<file path="src/rtl/uart_pkg.sv">
// Shared definitions for the oversampling UART receiver: parity modes,
// FSM state encoding and the baud divider calculation.
package uart_pkg;

  localparam int PAR_NONE = 0;
  localparam int PAR_ODD  = 1;
  localparam int PAR_EVEN = 2;

  typedef enum logic [2:0] {
    S_IDLE  = 3'd0,
    S_START = 3'd1,
    S_DATA  = 3'd2,
    S_PAR   = 3'd3,
    S_STOP  = 3'd4,
    S_BRK   = 3'd5
  } rx_state_e;

  // Clocks per oversampling tick, rounded to nearest.
  function automatic int calc_div(input longint clk_freq, input longint baud_rate,
                                  input longint oversample);
    longint den;
    den = baud_rate * oversample;
    return int'((clk_freq + den / 2) / den);
  endfunction

endpackage

</file>
<file path="src/rtl/uart_baud_tick.sv">
// Free-running oversampling tick generator; restart realigns the phase so the
// first tick lands DIV clocks after the restart cycle.
module uart_baud_tick #(
  parameter int DIV = 27
) (
  input  logic clk,
  input  logic rst,
  input  logic restart,
  output logic tick
);

  localparam int CW = (DIV > 1) ? $clog2(DIV) : 1;

  logic [CW-1:0] cnt;

  always_ff @(posedge clk or negedge rst) begin
    if (!rst) begin
      cnt <= '0;
    end else if (restart || cnt == '0) begin
      cnt <= CW'(DIV - 1);
    end else begin
      cnt <= cnt - 1'b1;
    end
  end

  assign tick = (cnt == '0) && !restart;

endmodule

</file>
<file path="src/rtl/uart_rx_os.sv">
// Oversampling UART receiver with majority-vote bit decisions, parity, framing
// and break detection, and a valid/ready output with sticky overrun.
//
// state   | meaning
// S_IDLE  | waiting for a 1->0 edge on the synchronised line
// S_START | validating the start bit at mid-bit
// S_DATA  | shifting in payload bits, LSB first
// S_PAR   | capturing the parity bit
// S_STOP  | checking stop bit(s); leaves right after the last mid-bit vote
// S_BRK   | break seen; waiting for the line to return high
module uart_rx_os
  import uart_pkg::*;
#(
  parameter int CLK_FREQ    = 50_000_000,
  parameter int BAUD_RATE   = 115200,
  parameter int OVERSAMPLE  = 16,
  parameter int DATA_BITS   = 8,
  parameter int PARITY      = 0,
  parameter int STOP_BITS   = 1,
  parameter int SYNC_STAGES = 2
) (
  input  logic                 clk,
  input  logic                 rst,
  input  logic                 rx_serial,
  output logic [DATA_BITS-1:0] rx_data,
  output logic                 rx_valid,
  input  logic                 rx_ready,
  output logic                 parity_err,
  output logic                 frame_err,
  output logic                 overrun,
  output logic                 break_det,
  output logic                 rx_busy
);

  localparam int DIV = calc_div(CLK_FREQ, BAUD_RATE, OVERSAMPLE);
  localparam int TCW = $clog2(OVERSAMPLE);
  localparam int MID = OVERSAMPLE / 2;

  if (DATA_BITS < 5 || DATA_BITS > 9) begin : g_bad_data_bits
    $error("uart_rx_os: DATA_BITS must be within 5..9");
  end
  if (PARITY < 0 || PARITY > 2) begin : g_bad_parity
    $error("uart_rx_os: PARITY must be 0, 1 or 2");
  end
  if (STOP_BITS != 1 && STOP_BITS != 2) begin : g_bad_stop_bits
    $error("uart_rx_os: STOP_BITS must be 1 or 2");
  end
  if (OVERSAMPLE < 8 || (OVERSAMPLE % 2) != 0) begin : g_bad_oversample
    $error("uart_rx_os: OVERSAMPLE must be even and >= 8");
  end
  if (SYNC_STAGES < 2) begin : g_bad_sync
    $error("uart_rx_os: SYNC_STAGES must be >= 2");
  end

  logic [SYNC_STAGES-1:0] sync_q;
  logic                   rx_s;
  logic                   rx_prev;
  rx_state_e              state;
  logic [TCW-1:0]         tick_idx;
  logic [3:0]             bit_cnt;
  logic [DATA_BITS-1:0]   shreg;
  logic                   par_bit;
  logic                   stop_err;
  logic                   samp_a;
  logic                   samp_b;
  logic                   tick;
  logic                   start_edge;
  logic                   vote_tick;
  logic                   vote;
  logic                   par_calc;
  logic                   par_bad;
  logic                   is_break;

  assign rx_s       = sync_q[SYNC_STAGES-1];
  assign start_edge = (state == S_IDLE) && rx_prev && !rx_s;
  assign vote_tick  = tick && (tick_idx == TCW'(MID + 1));
  assign vote       = (samp_a & samp_b) | (samp_a & rx_s) | (samp_b & rx_s);
  assign par_calc   = ^{shreg, par_bit};
  assign par_bad    = (PARITY == PAR_ODD)  ? ~par_calc :
                      (PARITY == PAR_EVEN) ?  par_calc : 1'b0;
  // par_bit is cleared at frame start, so it reads 0 when no parity bit exists
  assign is_break   = (shreg == '0) && !par_bit && !vote;
  assign rx_busy    = (state != S_IDLE);

  uart_baud_tick #(
    .DIV(DIV)
  ) u_baud_tick (
    .clk    (clk),
    .rst    (rst),
    .restart(start_edge),
    .tick   (tick)
  );

  always_ff @(posedge clk or negedge rst) begin
    if (!rst) begin
      sync_q <= '1;
    end else begin
      sync_q <= {sync_q[SYNC_STAGES-2:0], rx_serial};
    end
  end

  always_ff @(posedge clk or negedge rst) begin
    if (!rst) begin
      rx_prev    <= 1'b1;
      state      <= S_IDLE;
      tick_idx   <= '0;
      bit_cnt    <= '0;
      shreg      <= '0;
      par_bit    <= 1'b0;
      stop_err   <= 1'b0;
      samp_a     <= 1'b1;
      samp_b     <= 1'b1;
      rx_data    <= '0;
      rx_valid   <= 1'b0;
      parity_err <= 1'b0;
      frame_err  <= 1'b0;
      overrun    <= 1'b0;
      break_det  <= 1'b0;
    end else begin
      rx_prev   <= rx_s;
      break_det <= 1'b0;

      if (rx_valid && rx_ready) begin
        rx_valid <= 1'b0;
        overrun  <= 1'b0;
      end

      if (tick) begin
        tick_idx <= (tick_idx == TCW'(OVERSAMPLE - 1)) ? '0 : tick_idx + 1'b1;
        if (tick_idx == TCW'(MID - 1)) samp_a <= rx_s;
        if (tick_idx == TCW'(MID))     samp_b <= rx_s;
      end

      // State changes happen at the mid-bit vote; tick_idx keeps running
      // modulo OVERSAMPLE so the next vote falls one bit later.
      case (state)
        S_IDLE: begin
          if (start_edge) begin
            state    <= S_START;
            tick_idx <= '0;
          end
        end
        S_START: begin
          if (vote_tick) begin
            state    <= vote ? S_IDLE : S_DATA;
            bit_cnt  <= '0;
            par_bit  <= 1'b0;
            stop_err <= 1'b0;
          end
        end
        S_DATA: begin
          if (vote_tick) begin
            shreg <= {vote, shreg[DATA_BITS-1:1]};
            if (bit_cnt == 4'(DATA_BITS - 1)) begin
              bit_cnt <= '0;
              state   <= (PARITY == PAR_NONE) ? S_STOP : S_PAR;
            end else begin
              bit_cnt <= bit_cnt + 1'b1;
            end
          end
        end
        S_PAR: begin
          if (vote_tick) begin
            par_bit <= vote;
            state   <= S_STOP;
          end
        end
        S_STOP: begin
          if (vote_tick) begin
            if (bit_cnt == '0 && is_break) begin
              break_det <= 1'b1;
              state     <= S_BRK;
            end else if (bit_cnt == 4'(STOP_BITS - 1)) begin
              state <= S_IDLE;
              if (!rx_valid || rx_ready) begin
                rx_data    <= shreg;
                parity_err <= par_bad;
                frame_err  <= stop_err | ~vote;
                rx_valid   <= 1'b1;
              end else begin
                overrun <= 1'b1;
              end
            end else begin
              stop_err <= stop_err | ~vote;
              bit_cnt  <= bit_cnt + 1'b1;
            end
          end
        end
        S_BRK: begin
          if (rx_s) state <= S_IDLE;
        end
        default: state <= S_IDLE;
      endcase
    end
  end

endmodule

</file>
<file path="config.mk">
export PLATFORM = sky130hd
export DESIGN_NAME = uart_rx_os
export DESIGN_NICKNAME = d
export VERILOG_FILES = /design/src/rtl/uart_pkg.sv /design/src/rtl/uart_baud_tick.sv /design/src/rtl/uart_rx_os.sv
export SDC_FILE = /design/constraint.sdc
export NUM_CORES = 1
export LEC_CHECK = 0
export BUFFER_PORTS_ARGS = -buffer_cell sky130_fd_sc_hd__buf_2
export CAP_MARGIN = 20
export CORE_MARGIN = 4
export CORE_UTILIZATION = 53
export DETAILED_ROUTE_END_ITERATION = 6
export HOLD_SLACK_MARGIN = 0.02
export PLACE_DENSITY = 0.84
export SLEW_MARGIN = 20
export SYNTH_ARGS = -nofsm -noshare
export SYNTH_HDL_FRONTEND = slang
export SYNTH_SLANG_ARGS = --single-unit
</file>
<file path="constraint.sdc">
create_clock -name clk -period 1.7 [get_ports clk]
set_input_delay 0.34 -clock clk [delete_from_list [all_inputs] [get_ports clk]]
set_output_delay 0.34 -clock clk [all_outputs]
set_load 0.01 [all_outputs]
</file>
Word-level counts from Yosys, hierarchy flattened
Index checks and enable logic that the tools add are counted.
{ "totals": {"inputBits": 4, "latch_bits": 0, "mem_bits_ro": 0, "mem_bits_rw": 0, "wordCells": 123, "output_inout_bits": 14, "memories": 0, "ff_bits": 43} }
{ "op_classes": {"n_eq_ne": 20, "div_mod_pow": 0, "n_lt_le_gt_ge": 0, "n_reduce_logical": 31, "mul": 0, "n_mux": 45, "shift": 0, "addsub": 3, "bitwise_logic": 8} }
{ "op_table": {"columns": ["operator", "count"], "rows": [
  ["$mux W4", 10],
  ["$mux W3", 9],
  ["$mux W1", 20],
  ["$pmux W3 S6", 1],
  ["$ne A2 B2 Y1 const B", 8],
  ["$eq A4 B4 Y1 const B", 3],
  ["$pmux W4 S3", 1],
  ["$reduce_and A5 Y1", 2],
  ["$add A4 B1 Y4 const B", 2],
  ["$eq A4 B3 Y1 const B", 2],
  ["$logic_and A1 B1 Y1", 8],
  ["$logic_not A8 Y1", 1],
  ["$reduce_and A8 Y1", 1],
  ["$eq A3 B2 Y1 const B", 2],
  ["$eq A3 B3 Y1 const B", 2],
  ["$reduce_and A2 Y1", 3],
  ["$reduce_and A6 Y1", 1],
  ["$reduce_bool A3 Y1", 2],
  ["$logic_not A1 Y1", 5],
  ["$logic_not A5 Y1", 1],
  ["$mux W5", 1],
  ["$sub A5 B1 Y5 const B", 1],
  ["$logic_not A4 Y1", 1],
  ["$pmux W1 S2", 2],
  ["other kinds (11)", 18]
]} }

Longest topological paths before layout
{ "logic_depth": {"word_depth": 9, "mapped_depth": 8, "ltp_nobuf": 7} }

Cells and area by module
Synthesis repeated with hierarchy kept, for this count alone.
{ "unflattened": {"hier_cells": 180, "area_unflattened_um2": 2118.3} }
{ "modules_own_cells": {"columns": ["module", "n_inst", "seq_area_each_um2", "cells_per_inst", "area_per_inst_um2"], "rows": [
  ["uart_rx_os", 1, 957.2, 159, 1883.1],
  ["uart_baud_tick", 1, 125.1, 21, 235.2]
]} }

Worst setup path before layout
No wires, ideal clock.
{ "synth_timing": {"path_type": "register to register", "start": "register bit_cnt[0]", "end": "register frame_err", "n_path_buf": 1, "t_arrival_ns": 1.772, "path_slack_ns": -0.197, "setup_time_ns": 0.125, "path_stages_with_launch": 9, "cell_sequence": "dfrtp_1 inv_1 ha_1 or3b_4 nor2_4 nand3b_4 nor2b_2 buf_6 mux2_4"} }
{ "synth_via": {"elab_chain_len": 4} }
{ "synth_rtl": {"columns": ["item", "line", "rtl"], "rows": [
  ["start: declaration", "uart_rx_os.sv:60", "logic [3:0] bit_cnt;"],
  ["start signal: assignment", "uart_rx_os.sv:158", "bit_cnt <= bit_cnt + 1'b1;"],
  ["start signal: assignment", "uart_rx_os.sv:185", "bit_cnt <= bit_cnt + 1'b1;"],
  ["$logic_not A4 Y1 *", "uart_rx_os.sv:170, uart_rx_os.sv:173", null],
  ["$logic_and A1 B1 Y1", "uart_rx_os.sv:170", "if (bit_cnt == '0 && is_break) begin"],
  ["$not A1 Y1 (no line)", null, null],
  ["$reduce_and A5 Y1 (no line) *", null, null],
  ["end signal: assignment", "uart_rx_os.sv:178", "frame_err <= stop_err | ~vote;"],
  ["end: declaration", "uart_rx_os.sv:29", "output logic frame_err,"]
]} }
Mark *: on every way between the ends. The rest lies on a longest branch, timed or not.
A chain may end at the register's enable or synchronous reset.

Worst setup path after layout
{ "layout_timing": {"start": "register bit_cnt[1]", "end": "register rx_data[4]"} }
{ "layout_via": {"elab_chain_len": 4} }
{ "layout_rtl": {"columns": ["item", "line", "rtl"], "rows": [
  ["$logic_not A4 Y1 *", "uart_rx_os.sv:170, uart_rx_os.sv:173", null],
  ["$logic_and A1 B1 Y1", "uart_rx_os.sv:170", null],
  ["$not A1 Y1 (no line)", null, null],
  ["$reduce_and A5 Y1 (no line) *", null, null],
  ["end signal: assignment", "uart_rx_os.sv:176", "rx_data <= shreg;"],
  ["end: declaration", "uart_rx_os.sv:25", "output logic [DATA_BITS-1:0] rx_data,"]
]} }
Marked as above.

==> summary.txt <==
Global routing
  – Grt ovf: 0
  – Met2 Usage GRT: 35.6%
  – All-Layer GR Usage: 21.0%
  – GR Util met3: 3.79%
  – Initial antenna violation count: 0
  – GRT Max-Usage Layer: met2
  – Largest net degree at the start of global routing: 26
  – M1 GR Usage: 25.2%
  – First-pass GRT wire length: 8310 um
  – Vias in the first global route: 1765

STA
  – Final hold viol count: 0
  – Fin Clk Skew: 0.00541 ns
  – Period minus WS final: 1.95 ns
  – Final Max Tran Viols: 0
  – Final WS setup: -0.252 ns
  – Final period util: 115%
  – RSZ-0062 raised after global routing: true
  – Peak Freq: 512 MHz
  – Setup-failing EPs final: 30

Floorplan
  – Io pins: 18
  – Die width: 71.6 um
  – Core region area: 3800 um2
  – DIE HEIGHT: 71.6 um
  – # rows: 22
  – DIE AREA: 5130 um2
  – Initial Util: 56.5%

Power and ir drop
  – VDD IR max: 0.607 mV
  – Static leakage: 1.45 nW
  – Final Power: 0.00266 W
  – Pwr Density: 895 nW/um2

Route
  – ANT nets after route: 0
  – Number of vias per cell: 5.67
  – Via count: 1730
  – Iter 0 DRT Violations: 102
  – Iteration count of the initial detailed-routing pass: 4
  – WL final: 5550 um
  – WL/cell: 18.2 um
  – Residual DRC count: 0

Critical path
  – R2r worst-path depth: 8
  – CP cell instances: inv_1 > ha_1 > or3b_4 > nor2_4 > nand3b_4 > nor2b_4 > buf_6 > mux2_4
  – Critical Path End Type: flop
  – CP delay by family, top: simple AND/OR/NAND/NOR gates
  – WP buf/inv: 2
  – CP peak stage delay: 0.40 ns
  – Reg2reg end: rx_data[4]
  – Crit path kind: reg -> reg
  – Worst reg2reg startpoint: bit_cnt[1]
  – Worst EP arrival: 2.14 ns
  – R2r setup slk: -0.25 ns
  – Crit Path Max Fanout: 5
  – Critical Path Start Type: flop
  – CP max stage cell: dfrtp_1
  – Worst setup startpoint: bit_cnt[1]
  – CP Data Required Time: 1.89 ns

Synthesis
  – Asr flop ratio synth: 100%
  – Register area share after synthesis: 50.4%
  – Mapped Area: 2150 um2
  – Synth top area cells: dfrtp_1 44%, mux2_4 6.3%, dfstp_2 6.1%
  – Synth Area per Inst: 11.7 um2
  – Seq cells post-synth: 43
  – Count leader, synth: dfrtp_1
  – Syn. warnings: 0
  – Synth Flop Type: dfrtp_1
  – Cell taking the most area after synthesis: dfrtp_1
  – Synth unique cells: 46
  – Top cells by count, synth: 38 x dfrtp_1, 21 x nand2_1, 10 x mux2_2, 9 x mux2_4, 8 x nor2_1
  – Number of synthesized flops with an enable pin: 0
  – Syn Nets: 195
  – Share of the synthesized area in the top cell type: 44.3%
  – Mapped Cells: 184

Run status
  – Outcome: finished with violations
  – Failing checks: negative setup slack

Placement
  – Post-detail-place hpwl: 3250 um
  – IO buf count: 16
  – Cells after DPL: 282
  – GPL Wtd Cong: 0.822
  – Place WS: -0.221 ns

Finish
  – Share of post-route cells with drive strength above 1: 52.9%
  – Utilization after layout: 78.4%
  – NumNets Final: 267
  – Layout Cells excl Fill: 305
  – Layout area overhead: 38.8%
  – Ant diodes: 0

Clock network
  – TritonCTS clock tree: done
  – CTS Buf Count: 5
  – Sink Count: 43
  – # H-tree levels: 2
  – Clock Pin Slew Worst Setup and Hold Paths: 0.09 ns
  – Clock Latency Late Sink: 0.30 ns
  – Clock buffer depth: 2
  – Clock Tree Root: clkbuf_8

Worst hold path
  – Worst hold start: rx_serial
  – Worst hold endpoint: sync_q[0]
  – Hold depth: 1
  – Hold Crit Class: in -> reg

Job
  – Max-cap check violation count: 0
==> layout make-up <==
cell class	count	area [um2]
clock inverter	3	23.8
tap	48	60.1
fill	219	821
multi-input combinational	128	1150
clock buffer	5	68.8
sequential	43	1080
timing repair buffer	71	564
inverter	7	26.3
==> layout by cell type (no fill, tap or decap), types with 3 or more instances in the layout <==
cell      netlist  layout
nand3b_1        3       3
a21oi_1         7       5
dfstp_2         5       5
ha_1            7       5
nor2_1          8       7
nor3_1          6       5
buf_4           2      43
nor2_4          2       3
nand2_2         0       3
dfrtp_1        38      38
buf_6           1       9
inv_1           7       5
buf_2           3      15
nand3_1         6       4
o21ai_1         1       5
o211ai_1        3       3
nand2_1        21      17
mux2_4          9      17
clkbuf_8        0       5
nand2b_1        7       7
==> worst max path at each step <==
stage | endpoint | slack (ns) | cells after the start
2_1_floorplan | frame_err | -0.20 | 8
4_1_cts | rx_data[4] | -0.21 | 8
6_report | rx_data[4] | -0.25 | 8
3_5_place_dp | rx_data[4] | -0.22 | 8
3_3_place_gp | rx_data[3] | -0.13 | 8
5_1_grt | rx_data[0] | -0.32 | 8
==> repair_timing <==
| action | 4_1_cts | 5_1_grt |
|---|---|---|
| buffers inserted | 10 | 7 |
| hold endpoints to repair | 17 | 0 |
| hold buffers | 1 | 0 |
| setup endpoints to repair | 28 | 34 |
| gates resized for setup | 32 | 16 |
| pin swaps | 14 | 11 |
==> state kept, by name, indices dropped and copies added, names as in the netlist, 2 cells and up <==
| signal | cells |
|---|---|
| rx_data | 8 |
| shreg | 8 |
| u_baud_tick.cnt | 5 |
| bit_cnt | 4 |
| tick_idx | 4 |
| state | 3 |
| sync_q | 2 |
==> power breakdown <==
group          internal (W)  switching [W]
Sequential          0.00111      0.0000745
Combinational      0.000421       0.000370
Clock              0.000294       0.000392
==> cells by family after synthesis <==
group / share of synthesized area (%)
other: 0.175
and+or+nand+nor: 20.3
DFF: 50.4
AOI/OAI and AO/OA: 7.76
xor gates and xnor gates: 2.04
adders and majority gates: 4.61
buffers and inverters: 3.15
muxes: 11.5
==> layer usage <==
layer  vias to the layer above  routed length, um
met1                       847               2230
met2                        81               2820
met5                         -                  0
li1                        781                  -
met3                        21                321
met4                         0                189
==> metrics by stage <==
stage	hold slack [ns]	area (um2)	setup TNS [ns]
CTS	0.120	2870	-3.99
finish	0.126	2980	-4.78
detailed placement	0.312	2590	-3.48
global placement	0.305	2590	-2.08
global route	0.123	2980	-7.19
floorplan	0.0444	2160	-1.77
Note: power is estimated with default switching activity, not from simulation.
